[src/rtl/data_mem_ctrl_pkg.sv]
// Shared constants for the data-side memory controller: size codes, states,
// RAM port width.
package data_mem_ctrl_pkg;

   localparam int unsigned MEM_WIDTH = 8;

   localparam logic [2:0] WIDTH_B = 3'b001;
   localparam logic [2:0] WIDTH_H = 3'b010;
   localparam logic [2:0] WIDTH_W = 3'b100;

   typedef enum logic [1:0] {
      S_IDLE  = 2'd0,
      S_STORE = 2'd1,
      S_LOAD  = 2'd2,
      S_LWAIT = 2'd3
   } state_e;

   // Number of RAM beats for a size code; unknown codes are treated as a word.
   function automatic logic [2:0] width_bytes(input logic [2:0] code);
      case (code)
         WIDTH_B: return 3'd1;
         WIDTH_H: return 3'd2;
         default: return 3'd4;
      endcase
   endfunction

endpackage

[src/rtl/data_mem_ctrl_load_extend.sv]
// Sign/zero extension of an assembled 1/2/4-byte load result.
module data_mem_ctrl_load_extend
   import data_mem_ctrl_pkg::*;
#(
   parameter int unsigned DATA_WIDTH = 32
) (
   input  logic [DATA_WIDTH-1:0] raw,
   input  logic [2:0]            width,
   input  logic                  sgn,
   output logic [DATA_WIDTH-1:0] ext_c
);

   always_comb begin
      ext_c = raw;
      case (width)
         WIDTH_B: ext_c = {{(DATA_WIDTH-8){sgn & raw[7]}},   raw[7:0]};
         WIDTH_H: ext_c = {{(DATA_WIDTH-16){sgn & raw[15]}}, raw[15:0]};
         default: ext_c = raw;
      endcase
   end

endmodule

[src/rtl/data_mem_ctrl.sv]
// Data memory controller: serialises committed stores and speculative loads
// onto a byte-wide RAM port; a flush aborts loads but never stores.
module data_mem_ctrl
   import data_mem_ctrl_pkg::*;
#(
   parameter int unsigned ADDR_WIDTH = 32,
   parameter int unsigned DATA_WIDTH = 32
) (
   input  logic                  clk_in,
   input  logic                  rst_in,
   input  logic                  rdy_in,
   input  logic                  rob_rst_in,
   input  logic                  rob_datactrl_en_in,
   input  logic [ADDR_WIDTH-1:0] rob_datactrl_addr_in,
   input  logic [2:0]            rob_datactrl_width_in,
   input  logic [DATA_WIDTH-1:0] rob_datactrl_data_in,
   output logic                  datactrl_rob_en_out,
   input  logic                  lbuffer_datactrl_en_in,
   input  logic [ADDR_WIDTH-1:0] lbuffer_datactrl_addr_in,
   input  logic [2:0]            lbuffer_datactrl_width_in,
   input  logic                  lbuffer_datactrl_signed_in,
   output logic                  datactrl_lbuffer_en_out,
   output logic [DATA_WIDTH-1:0] datactrl_lbuffer_data_out,
   input  logic [7:0]            mem_din,
   output logic [7:0]            mem_dout,
   output logic [ADDR_WIDTH-1:0] mem_a,
   output logic                  mem_wr
);

   state_e                state_q, state_d;
   logic [2:0]            cnt_q, cnt_d;

   logic                  st_vld;
   logic [ADDR_WIDTH-1:0] st_addr;
   logic [2:0]            st_width;
   logic [DATA_WIDTH-1:0] st_data;
   logic                  st_clr;

   logic [ADDR_WIDTH-1:0] ld_addr;
   logic [2:0]            ld_width;
   logic                  ld_sgn;
   logic [DATA_WIDTH-1:0] ld_res, res_d, ld_fin, ld_ext_c;
   logic                  ld_accept;

   logic [ADDR_WIDTH-1:0] mem_a_d;
   logic [7:0]            mem_dout_d;
   logic                  mem_wr_d, rob_done_d, lb_done_d;
   logic [DATA_WIDTH-1:0] lb_data_d;

   logic [2:0]            st_n, ld_n;

   assign st_n = width_bytes(st_width);
   assign ld_n = width_bytes(ld_width);

   // Final load word: earlier bytes from ld_res, last byte straight off mem_din.
   always_comb begin
      ld_fin = ld_res;
      ld_fin[{2'(ld_n - 3'd1), 3'b000} +: MEM_WIDTH] = mem_din;
   end

   data_mem_ctrl_load_extend #(.DATA_WIDTH(DATA_WIDTH)) u_load_extend (
      .raw   (ld_fin),
      .width (ld_width),
      .sgn   (ld_sgn),
      .ext_c (ld_ext_c)
   );

   // Next state and next registered outputs.
   always_comb begin
      state_d    = state_q;
      cnt_d      = cnt_q;
      st_clr     = 1'b0;
      ld_accept  = 1'b0;
      mem_a_d    = mem_a;
      mem_dout_d = '0;
      mem_wr_d   = 1'b0;
      rob_done_d = 1'b0;
      lb_done_d  = 1'b0;
      lb_data_d  = datactrl_lbuffer_data_out;
      res_d      = ld_res;
      case (state_q)
         S_IDLE: begin
            cnt_d = 3'd0;
            if (st_vld || rob_datactrl_en_in) begin
               state_d = S_STORE;
            end else if (lbuffer_datactrl_en_in && !rob_rst_in) begin
               state_d   = S_LOAD;
               ld_accept = 1'b1;
            end
         end
         S_STORE: begin
            if (cnt_q == st_n) begin
               // Re-arbitrate on the done edge so back-to-back requests see no bubble.
               rob_done_d = 1'b1;
               st_clr     = 1'b1;
               cnt_d      = 3'd0;
               if (rob_datactrl_en_in) begin
                  state_d = S_STORE;
               end else if (lbuffer_datactrl_en_in && !rob_rst_in) begin
                  state_d   = S_LOAD;
                  ld_accept = 1'b1;
               end else begin
                  state_d = S_IDLE;
               end
            end else begin
               mem_a_d    = st_addr + ADDR_WIDTH'(cnt_q);
               mem_dout_d = st_data[{cnt_q[1:0], 3'b000} +: MEM_WIDTH];
               mem_wr_d   = 1'b1;
               cnt_d      = cnt_q + 3'd1;
            end
         end
         S_LOAD: begin
            if (rob_rst_in) begin
               state_d = S_IDLE;
               cnt_d   = 3'd0;
            end else begin
               // Read data trails the issued address by two edges.
               if (cnt_q >= 3'd2) begin
                  res_d[{2'(cnt_q - 3'd2), 3'b000} +: MEM_WIDTH] = mem_din;
               end
               if (cnt_q < ld_n) begin
                  mem_a_d = ld_addr + ADDR_WIDTH'(cnt_q);
                  cnt_d   = cnt_q + 3'd1;
               end else begin
                  state_d = S_LWAIT;
               end
            end
         end
         S_LWAIT: begin
            cnt_d = 3'd0;
            if (rob_rst_in) begin
               state_d = S_IDLE;
            end else begin
               res_d     = ld_fin;
               lb_data_d = ld_ext_c;
               lb_done_d = 1'b1;
               // The load buffer still holds its request this cycle; only a store may start.
               state_d   = (st_vld || rob_datactrl_en_in) ? S_STORE : S_IDLE;
            end
         end
         default: state_d = S_IDLE;
      endcase
   end

   always_ff @(posedge clk_in or negedge rst_in) begin
      if (!rst_in) begin
         state_q                   <= S_IDLE;
         cnt_q                     <= 3'd0;
         ld_res                    <= '0;
         mem_a                     <= '0;
         mem_dout                  <= '0;
         mem_wr                    <= 1'b0;
         datactrl_rob_en_out       <= 1'b0;
         datactrl_lbuffer_en_out   <= 1'b0;
         datactrl_lbuffer_data_out <= '0;
      end else if (rdy_in) begin
         state_q                   <= state_d;
         cnt_q                     <= cnt_d;
         ld_res                    <= res_d;
         mem_a                     <= mem_a_d;
         mem_dout                  <= mem_dout_d;
         mem_wr                    <= mem_wr_d;
         datactrl_rob_en_out       <= rob_done_d;
         datactrl_lbuffer_en_out   <= lb_done_d;
         datactrl_lbuffer_data_out <= lb_data_d;
      end else begin
         mem_wr   <= 1'b0;
         mem_dout <= '0;
      end
   end

   // One-entry store latch; a new capture takes priority over the clear.
   always_ff @(posedge clk_in or negedge rst_in) begin
      if (!rst_in) begin
         st_vld   <= 1'b0;
         st_addr  <= '0;
         st_width <= '0;
         st_data  <= '0;
      end else if (rdy_in) begin
         if (rob_datactrl_en_in) begin
            st_vld   <= 1'b1;
            st_addr  <= rob_datactrl_addr_in;
            st_width <= rob_datactrl_width_in;
            st_data  <= rob_datactrl_data_in;
         end else if (st_clr) begin
            st_vld <= 1'b0;
         end
      end
   end

   always_ff @(posedge clk_in or negedge rst_in) begin
      if (!rst_in) begin
         ld_addr  <= '0;
         ld_width <= '0;
         ld_sgn   <= 1'b0;
      end else if (rdy_in && ld_accept) begin
         ld_addr  <= lbuffer_datactrl_addr_in;
         ld_width <= lbuffer_datactrl_width_in;
         ld_sgn   <= lbuffer_datactrl_signed_in;
      end
   end

   a_single_store: assert property (@(posedge clk_in) disable iff (!rst_in)
      (rdy_in && rob_datactrl_en_in) |-> (!st_vld || st_clr));

endmodule

[config.mk]
export PLATFORM = sky130hd
export DESIGN_NAME = data_mem_ctrl
export DESIGN_NICKNAME = d
export VERILOG_FILES = /design/src/rtl/data_mem_ctrl_pkg.sv /design/src/rtl/data_mem_ctrl_load_extend.sv /design/src/rtl/data_mem_ctrl.sv
export SDC_FILE = /design/constraint.sdc
export NUM_CORES = 1
export LEC_CHECK = 0
export ABC_AREA = 1
export CAP_MARGIN = 10
export CELL_PAD_IN_SITES_DETAIL_PLACEMENT = 0
export CELL_PAD_IN_SITES_GLOBAL_PLACEMENT = 1
export CORE_MARGIN = 4
export CORE_UTILIZATION = 30
export CTS_CLUSTER_SIZE = 25
export DETAILED_ROUTE_END_ITERATION = 16
export DONT_BUFFER_PORTS = 1
export PLACE_DENSITY = 0.52
export SYNTH_ARGS = -nofsm -noshare
export SYNTH_HDL_FRONTEND = slang
export SYNTH_SLANG_ARGS = --single-unit
[constraint.sdc]
create_clock -name clk_in -period 4.2 [get_ports clk_in]
set_input_delay 0.21 -clock clk_in [delete_from_list [all_inputs] [get_ports clk_in]]
set_output_delay 0.21 -clock clk_in [all_outputs]
set_load 0.1 [all_outputs]
# --- Yosys cells after proc, flatten, opt, wreduce, memory -nomap -nowiden ---
# Index checks and enable logic that the tools add are counted.
op_classes:
  eq_ne: 17
  shift: 5
  div: 0
  n_mul: 0
  add_sub_neg: 7
  n_bitwise: 3
  muxes: 44
  reduce_logical: 16
  order_cmp: 2
op_table:
  columns: ["op", "count"]
  rows:
  - ["$mux W32", 6]
  - ["$pmux W32 S2", 3]
  - ["$add A32 B3 Y32", 2]
  - ["$bwmux W32", 2]
  - ["$shift A8 B7 Y32 const A", 2]
  - ["$shiftx A8 B7 Y32", 2]
  - ["$shiftx A32 B6 Y8", 1]
  - ["$mux W8", 3]
  - ["$mux W1", 15]
  - ["$mux W2", 7]
  - ["$neg A5 Y7", 2]
  - ["$ne A2 B2 Y1 const B", 6]
  - ["$pmux W3 S2", 2]
  - ["$reduce_and A5 Y1", 2]
  - ["$mux W3", 3]
  - ["$ne A3 B3 Y1 const B", 3]
  - ["$pmux W3 S3", 1]
  - ["$pmux W2 S4", 1]
  - ["$eq A3 B1 Y1 const B", 2]
  - ["$eq A3 B2 Y1 const B", 2]
  - ["$reduce_and A2 Y1", 3]
  - ["$reduce_bool A2 Y1", 3]
  - ["$eq A2 B2 Y1 const B", 2]
  - ["$reduce_and A4 Y1", 1]
  - ["16 further kinds", 18]
word_totals:
  romBits: 0
  out_inout_bits: 75
  latchBits: 0
  ramBits: 0
  memories: 0
  wordCells: 110
  in_bits: 117
  ff_bits: 216

# --- Depth between registers and ports, before layout ---
# Gate-level depths: netlist of run 1.
logic_depth:
  depth_word: 8
  ltp_mapped: 19
  mapped_depth_nobuf: 17

# --- Cells and area by module ---
# From an unflattened synthesis of run 1, not the netlist that was laid out.
unflattened:
  hier_cells: 1488
  area_unflattened_um2: 11746.3
modules_own_cells:
  columns: ["mod", "seq_area_each_um2", "n_inst", "cells_per_inst", "area_per_inst_um2"]
  rows:
  - ["data_mem_ctrl", 5405.2, 1, 1415, 11335.9]
  - ["data_mem_ctrl_load_extend", 0.0, 1, 73, 410.4]

# --- Worst setup path before layout of run 1 ---
# OpenSTA, ideal clock, no wires.
synth_path:
  path_kind: "flip-flop to flip-flop"
  startpoint: "register state_q[0]"
  endpoint: "register mem_a[18]"
  period_less_slack_ns: 2.476
  setup_ns: 0.120
  required_ns: 4.080
  setup_slack_ns: 1.724
  t_arrival_ns: 2.357
  stages_incl_launch_ff: 18
  path_buffers: 2
  cell_sequence: "dfrtp_1 > inv_4 > nand2_8 > buf_8 > buf_4 > nand2_1 > nand2_1 > ha_1 > fa_1 > nand2_1 > nand2_1 > nand2_1 > nor2_2 > nand2_2 > nor2_4 > or2_1 > nand3_1 > nand2_1"
synth_via:
  elab_chain_len: 3
  elab_cells_between_ends: 8
  classes_between: "eq/ne: 5; mux: 1; reduce/logical: 2"
synth_rtl:
  columns: ["element", "line_no", "rtl"]
  rows:
  - ["start: declaration", "data_mem_ctrl.sv:30", "state_e state_q, state_d;"]
  - ["start signal: assignment", "data_mem_ctrl.sv:157", "state_q <= state_d;"]
  - ["$eq A2 B2 Y1 or $eq A2 B1 Y1 (tied branches)", "data_mem_ctrl.sv:81", "case (state_q)"]
  - ["$ne A2 B2 Y1 (no line) or $reduce_bool A2 Y1 (tied branches)", null, null]
  - ["$reduce_and A5 Y1 (no line)", null, null]
  - ["end signal: assignment", "data_mem_ctrl.sv:160", "mem_a <= mem_a_d;"]
  - ["end: declaration", "data_mem_ctrl.sv:26", "output logic [ADDR_WIDTH-1:0] mem_a,"]
# Several ways; a longest one is shown, not always the timed one.
# A chain may end at the register's enable or synchronous reset.

# --- Worst setup path after layout of run 1 ---
layout_path:
  startpoint: "register state_q[1]"
  endpoint: "register mem_a[15]"
# The elaborated chain is that of the path after synthesis.

==> key figures, run 1 <==
Timing
  • Hold_ws: -0.641 ns
  • Period minus WS final: 3.08 ns
  • Fin. max-slew vios: 0
  • Worst Clk Skew: 0.0220 ns
  • RSZ-0062 raised after global routing: no
  • Slew @ Worst Pin: 1.05 ns
  • Final Cycle Share: 73.3%
  • Fmax: 325 MHz
  • Setup WS post-layout: 1.12 ns
  • TNS Setup: 0 ns
  • Relative slew slack: 29.8%
  • Final setup violation count: 0
  • Final hold violation count: 208

Clocking
  • Clock transition at path regs: 0.06 ns
  • Clock root cell: clkbuf_16
  • Htree depth: 1
  • Post-CTS sizing: 0
  • CTS tree: done
  • CTS Buf Count: 26
  • Longest Clk Path Bufs: 3
  • Number of hold buffers added after CTS: 150
  • Clk_lat worst skew: 0.55 ns
  • Clk sinks: 208

GRT
  • Vias in the first global route: 8993
  • GRT Util Overall: 17.6%
  • Initial antenna violation count: 1
  • Grt ovf: 0
  • Global-route wire length before repair: 54200 µm
  • Largest net degree at the start of global routing: 209

Setup path
  • Reg-to-Reg Start: state_q[1]
  • Depth of the most critical reg-to-reg path: 14
  • Flop2flop setup slack: 1.12 ns
  • Crit Path Category: reg -> reg
  • CP delay by family, top: simple AND/OR/NAND/NOR gates
  • CP Capture Type: flop
  • Max FO, Critical Path: 45
  • CP max stage cell: dfrtp_1
  • WP data required: 4.67 ns
  • CP Buf/Inv Count: 1
  • Most Frequent Cell on Critical Path: nand2_1
  • Instance count on the critical path: 14
  • CP arrival: 3.55 ns
  • Crit path largest cell delay: 0.45 ns
  • Worst R2R End: mem_a[15]
  • CP cell instances: buf_4 -> nand2_8 -> nand2_1 -> nand2_1 -> ha_1 -> nand3_1 -> nand3_1 -> nand2_1 -> nor2_4 -> nand2_1 -> nor2_2 -> xor2_1 -> nand2_1 -> nand2_1
  • Startpoint types: flop

Route
  • DRT antenna net count: 0
  • WL/cell: 18.0 µm
  • Via count: 8872
  • DRT iter0 DRCs: 397
  • Final WL: 34100 µm
  • First-pass iteration count of the detailed router: 5
  • Vias per std cell: 4.67
  • # DRC: 0

Placement
  • Setup WS pre-CTS: 1.12 ns
  • IO buf count: 0
  • Dpl hpwl: 23400 µm
  • Routability congestion estimate: 0.790

Run status
  • Violated checks: hold timing
  • Status: finished, violations left

Synth
  • Post-Syn Area per Cell: 8.33 µm²
  • Post-synth EDFFs: 0
  • Mapped Area: 10700 µm²
  • Cells after synthesis: 1288
  • Post-synth ARST share: 100%
  • Top cell type's share of synthesized area: 48.5%
  • Total nets after synthesis: 1414
  • Post-synthesis sequential area ratio: 48.5%
  • Synth area leader: dfrtp_1
  • Synth area leaders: dfrtp_1 49%, nand2_1 13%, mux2_2 5.9%
  • Synth Warn #: 0
  • Post-synthesis cell type count: 43
  • #FFs+latches synth: 208
  • Main synth FF type: dfrtp_1

Floorplanning
  • # IOs: 192
  • # rows: 69
  • Die footprint: 38900 µm²
  • Initial Utilization: 30.3%
  • Die width: 197 µm
  • Core footprint: 35400 µm²
  • Chip height: 197 µm

Worst hold path
  • Hold WC Path Type: in -> async

Finish
  • Area Growth Syn to Fin: 25.1%
  • Register area: 5200 µm²
  • Final nets: 1542
  • Fill cells: 3687
  • Fin util: 37.9%
  • Area of the multi-input gates: 4810 µm²
  • Share of cells above drive strength 1: 13.7%

Power
  • Peak VDD IR: 0.554 mV
  • PwrDens: 777 nW/µm²
  • LEAKAGE: 6.18 nW

Job
  • Max cap viols: 0
## per-layer routing
layer | global-route usage, % | wire (µm) | part of all wire [%] | vias to the layer above
met3 | 3.26 | 1610 | 4.7 | 34
li1 | - | - | - | 4408
met4 | 3.85 | 600 | 1.8 | 0
met1 | 27.3 | 17800 | 52 | 4260
met5 | 0 | 0 | 0 | -
met2 | 25.5 | 14200 | 42 | 170
## logic make-up (layout without fill, tap and decap cells)
group | count (synthesis) | after routing | synth area share [%]
adder cells (fa/ha/maj) | 9 | 9 | 1.12
AO/OA/AOI/OAI | 157 | 157 | 8.16
flip-flops | 208 | 208 | 48.5
AND/OR/NAND/NOR | 691 | 691 | 28.2
buffers and inverters | 150 | 298 | 6.69
XOR/XNOR | 16 | 16 | 1.31
other | 0 | 1 | 0
multiplexers | 57 | 57 | 5.97
## stage by stage
step | instances | hold slack, ns | power, mW | area (µm²)
global route | 1898 | -0.681 | 11.1 | 13400
finish | 1898 | -0.641 | 10.4 | 13400
CTS | 1897 | -0.677 | 10.6 | 13400
detailed placement | 1699 | -0.0799 | 8.05 | 11000
floorplan | 1288 | -0.0856 | 7.33 | 10700
global placement | 1699 | -0.0806 | 8.03 | 11000
## flip-flops by register name (all words and copies together) (netlist names)
register                   cells
st_addr                       32
st_data                       32
datactrl_lbuffer_en_out        1
mem_a                         32
mem_dout                       8
st_width                       3
datactrl_lbuffer_data_out     32
ld_res                        24
ld_width                       3
cnt_q                          3
mem_wr                         1
ld_addr                       32
datactrl_rob_en_out            1
ld_sgn                         1
state_q                        2
st_vld                         1
## placed cells by master (no fill, tap or decap), types with 2 or more instances in the layout
cell type | netlist | layout
a21oi_1 | 38 | 38
ha_1 | 8 | 8
nand4_1 | 4 | 4
dlygate4sd3_1 | 0 | 150
clkbuf_1 | 16 | 4
nand2_1 | 380 | 379
o21ai_0 | 80 | 80
a21oi_2 | 2 | 2
o31ai_1 | 6 | 6
a31oi_1 | 8 | 8
inv_2 | 5 | 5
clkbuf_8 | 0 | 8
or2_1 | 2 | 2
o21a_1 | 8 | 8
clkinv_2 | 0 | 4
xor2_1 | 12 | 12
nand3_2 | 3 | 3
o21ai_1 | 10 | 10
nor3_1 | 11 | 11
nor2_2 | 23 | 23
xnor2_1 | 4 | 4
nand2_2 | 37 | 37
nor2_1 | 120 | 120
dfrtp_1 | 208 | 208
buf_4 | 11 | 8
clkbuf_16 | 0 | 26
inv_1 | 86 | 86
nand3_1 | 95 | 95
nand2_4 | 5 | 6
bufinv_16 | 0 | 3
nor2_4 | 8 | 8
mux2_2 | 56 | 56
## how the worst max path moves through the flow
stage / startpoint / end / slack (ns)
4_1_cts: state_q[1] / mem_a[15] / 1.10
6_report: state_q[1] / mem_a[15] / 1.12
2_1_floorplan: state_q[0] / mem_a[18] / 1.72
3_5_place_dp: state_q[1] / mem_a[15] / 1.12
3_3_place_gp: state_q[1] / mem_a[15] / 1.13
5_1_grt: state_q[1] / mem_a[16] / 0.79
## layout make-up
type / count / area share [%]
inverter: 92 / 2.59
antenna: 1 / 0.0186
clock inverter: 10 / 1.06
sequential: 208 / 38.8
tap: 461 / 4.30
clock buffer: 38 / 5.78
timing repair buffer: 158 / 11.6
multi-input combinational: 930 / 35.9
## cell usage after synthesis (2+ instances only)
| cell type | n |
|---|---|
| nand2_4 | 5 |
| o31ai_1 | 6 |
| buf_1 | 9 |
| nor2_2 | 23 |
| buf_4 | 11 |
| clkbuf_1 | 16 |
| inv_1 | 86 |
| nor3_1 | 11 |
| nand4_1 | 4 |
| mux2_2 | 56 |
| ha_1 | 8 |
| xor2_1 | 12 |
| a21oi_1 | 38 |
| nor2_4 | 8 |
| nand3_1 | 95 |
| dfrtp_1 | 208 |
| xnor2_1 | 4 |
| buf_6 | 7 |
| o21a_1 | 8 |
| or2_1 | 2 |
| buf_12 | 2 |
| nand2_1 | 380 |
| inv_2 | 5 |
| buf_2 | 12 |
| nand3_2 | 3 |
| a31oi_1 | 8 |
| a21oi_2 | 2 |
| nand2_2 | 37 |
| o21ai_1 | 10 |
| o21ai_0 | 80 |
| nor2_1 | 120 |
## where the power goes
| part | switching, mW | internal, mW | total, mW |
|---|---|---|---|
| logic | 1.68 | 0.878 | 2.55 |
| registers | 2.92 | 2.58 | 5.50 |
| clock network | 0.914 | 1.46 | 2.38 |
| total | 5.51 | 4.93 | 10.4 |
## timing repair
item                                    in CTS  in global routing
buffers inserted                             0                  0
endpoints found under the hold margin      353                208
endpoints found under the setup margin       0                  0
(Power assumes the default switching activity.)
==> run 2, diff against run 1 <==
--- a/config.mk
+++ b/config.mk
@@ -5,7 +5,7 @@
 export SDC_FILE = /design/constraint.sdc
 export NUM_CORES = 1
 export LEC_CHECK = 0
-export ABC_AREA = 1
+export ABC_AREA = 0
 export CAP_MARGIN = 10
 export CELL_PAD_IN_SITES_DETAIL_PLACEMENT = 0
 export CELL_PAD_IN_SITES_GLOBAL_PLACEMENT = 1
@@ -14,7 +14,7 @@
 export CTS_CLUSTER_SIZE = 25
 export DETAILED_ROUTE_END_ITERATION = 16
 export DONT_BUFFER_PORTS = 1
-export PLACE_DENSITY = 0.52
+export PLACE_DENSITY = 0.51
 export SYNTH_ARGS = -nofsm -noshare
 export SYNTH_HDL_FRONTEND = slang
 export SYNTH_SLANG_ARGS = --single-unit
==> constraint.sdc (replaced) <==
create_clock -name clk_in -period 2.6 [get_ports clk_in]
set_input_delay 0.13 -clock clk_in [delete_from_list [all_inputs] [get_ports clk_in]]
set_output_delay 0.13 -clock clk_in [all_outputs]
set_load 0.1 [all_outputs]
==> key figures, run 2 <==
Job
  • Max cap viols: 0

Power
  • Total power: 16.5 mW
  • Peak VDD IR: 0.561 mV
  • LEAKAGE: 6.14 nW
  • PwrDens: 1230 nW/µm²

GRT
  • Largest net degree at the start of global routing: 209
  • GRT Util Overall: 15.8%
  • Vias in the first global route: 7501
  • Initial antenna violation count: 0
  • Grt ovf: 0
  • Global-route wire length before repair: 45400 µm

Run status
  • Status: finished, violations left
  • Violated checks: hold timing

Timing
  • Final setup violation count: 0
  • Fin. max-slew vios: 0
  • Final Cycle Share: 92.9%
  • Fmax: 414 MHz
  • Worst Clk Skew: 0.0103 ns
  • Relative slew slack: 36.1%
  • Period minus WS final: 2.41 ns
  • Slew @ Worst Pin: 0.958 ns
  • Hold_ws: -0.692 ns
  • Final hold violation count: 208

Synth
  • Post-Syn Area per Cell: 11.7 µm²
  • Synth area leaders: dfrtp_1 52%, mux2_2 8.6%, nand2_1 4.9%
  • Cells after synthesis: 859
  • Synth Area in Adders: 1.20%
  • Simple-gate share of the synthesized area: 12.9%
  • Main synth FF type: dfrtp_1
  • Total nets after synthesis: 985
  • #FFs+latches synth: 208
  • Synth area leader: dfrtp_1
  • Most numerous cell in the Yosys netlist: dfrtp_1
  • Mapped Area: 10000 µm²
  • Most instantiated cells after synthesis: 208 x dfrtp_1, 130 x nand2_1, 77 x mux2_2
  • Post-synthesis sequential area ratio: 51.9%
  • Post-synth EDFFs: 0
  • Post-synth ARST share: 100%
  • Synth Area in Compound Gates: 9.09%
  • Largest family of logic cells by synthesized area: multiplexers
  • Mux contribution to synthesized area: 19.9%
  • Top cell type's share of synthesized area: 51.9%
  • Synth Warn #: 0
  • Post-synthesis cell type count: 69
  • Xor/xnor share of the synthesized area: 2.36%

Route
  • Vias per std cell: 4.75
  • DRT antenna net count: 0
  • Final WL: 28900 µm
  • DRT iter0 DRCs: 286
  • WL/cell: 19.0 µm
  • First-pass iteration count of the detailed router: 4
  • # DRC: 0
  • Via count: 7221

Placement
  • Dpl hpwl: 20000 µm
  • Routability congestion estimate: 0.738
  • Placed cell count: 1353
  • IO buf count: 0

Floorplanning
  • # rows: 66
  • Core footprint: 32800 µm²
  • Die width: 191 µm
  • Chip height: 191 µm
  • Die footprint: 36400 µm²
  • # IOs: 192
  • Initial Utilization: 30.6%

Clocking
  • Clock transition at path regs: 0.06 ns
  • Longest Clk Path Bufs: 3
  • CTS Buf Count: 26
  • Clk sinks: 208
  • CTS tree: done
  • Number of hold buffers added after CTS: 116
  • Htree depth: 1
  • Clock root cell: clkbuf_16
  • Clk_lat worst skew: 0.52 ns

Finish
  • Share of cells above drive strength 1: 25.7%
  • Area Growth Syn to Fin: 33.7%
  • Non-Filler Instances: 1521
  • Final nets: 1187
  • Commonest non-fill, non-tap cell in the layout: dfrtp_1
  • Most frequent cells in the layout: 208 x dfrtp_1, 127 x nand2_1, 116 x dlygate4sd3_1
  • Inserted Diodes: 0

Setup path
  • CP arrival: 2.82 ns
  • Startpoint types: flop
  • Max FO, Critical Path: 11
  • Crit Path Category: reg -> reg
  • WP data required: 3.01 ns
  • CP Capture Type: flop

Worst hold path
  • Hold WC Path Type: in -> async
-- run 2: kinds of logic after synthesis --
group | after synthesis
AO/OA/AOI/OAI | 147
multiplexers | 168
buffers and inverters | 51
AND/OR/NAND/NOR | 249
XOR/XNOR | 27
flip-flops | 208
adder cells (fa/ha/maj) | 9
-- run 2: area by class of cell --
class                      instances  area (µm²)
clock inverter                     9         123
sequential                       208        5200
tap                              442         553
timing repair buffer             220        2030
clock buffer                      37         743
fill                            3217       19400
inverter                           5        18.8
multi-input combinational        600        4730
-- run 2: worst max-delay path, cell delays in order, from the launching register on --
cell and delay (ns):
dfrtp_1 0.44, nor3b_2 0.19, nor2_1 0.13, inv_1 0.09
ha_1 0.29, a21oi_1 0.18, o21ai_2 0.10, nor3_2 0.17
buf_4 0.17, nor2_4 0.05, buf_4 0.19, mux2_1 0.31
-- run 2: routing by layer --
layer	wire (µm)	global-route usage (%)	up-vias
met2	12600	24.0	152
met3	1660	3.90	46
met1	13800	22.4	3529
met4	842	4.45	0
met5	0	0	-
li1	-	-	3494
-- run 2: timing repair --
item                                    in CTS  in global routing
gates cloned                                 0                  0
setup buffers                                0                  6
hold endpoints to repair                   365                208
pin swaps                                    1                  3
gates resized for setup                      5                  5
endpoints found under the setup margin       9                 24
-- run 2: worst paths after layout --
kind	from	endpoint	slack, ns	depth (start not counted)
max	ld_width[0]	mem_a[1]	0.19	11
min	rst_in	st_data[27]	-0.69	0
max reg2reg	ld_width[0]	mem_a[1]	0.19	11
min reg2reg	ld_res[20]	ld_res[20]	0.47	2
max in group asynchronous	rst_in	datactrl_lbuffer_data_out[20]	3.06	0
min in group clk_in	rdy_in	datactrl_lbuffer_data_out[13]	0.12	4
-- run 2: metrics by stage --
step / area (µm²) / utilization [%] / setup WS (ns) / setup TNS [ns]
2_1_floorplan: 10200 / - / -0.106 / -0.648
3_3_place_gp: 11300 / 34.3 / -0.00174 / -0.00174
3_5_place_dp: 11300 / 34.3 / -0.0386 / -0.182
4_1_cts: 13300 / 40.6 / 0.0425 / 0
5_1_grt: 13400 / 40.9 / -0.000210 / -0.000210
6_report: 13400 / 40.9 / 0.185 / 0
-- run 2: report_power, final --
group | internal, mW | total (mW) | switching (mW)
Combinational | 2.27 | 7.57 | 5.29
Clock | 2.27 | 3.68 | 1.40
Sequential | 4.18 | 5.24 | 1.06
Total | 8.72 | 16.5 | 7.75
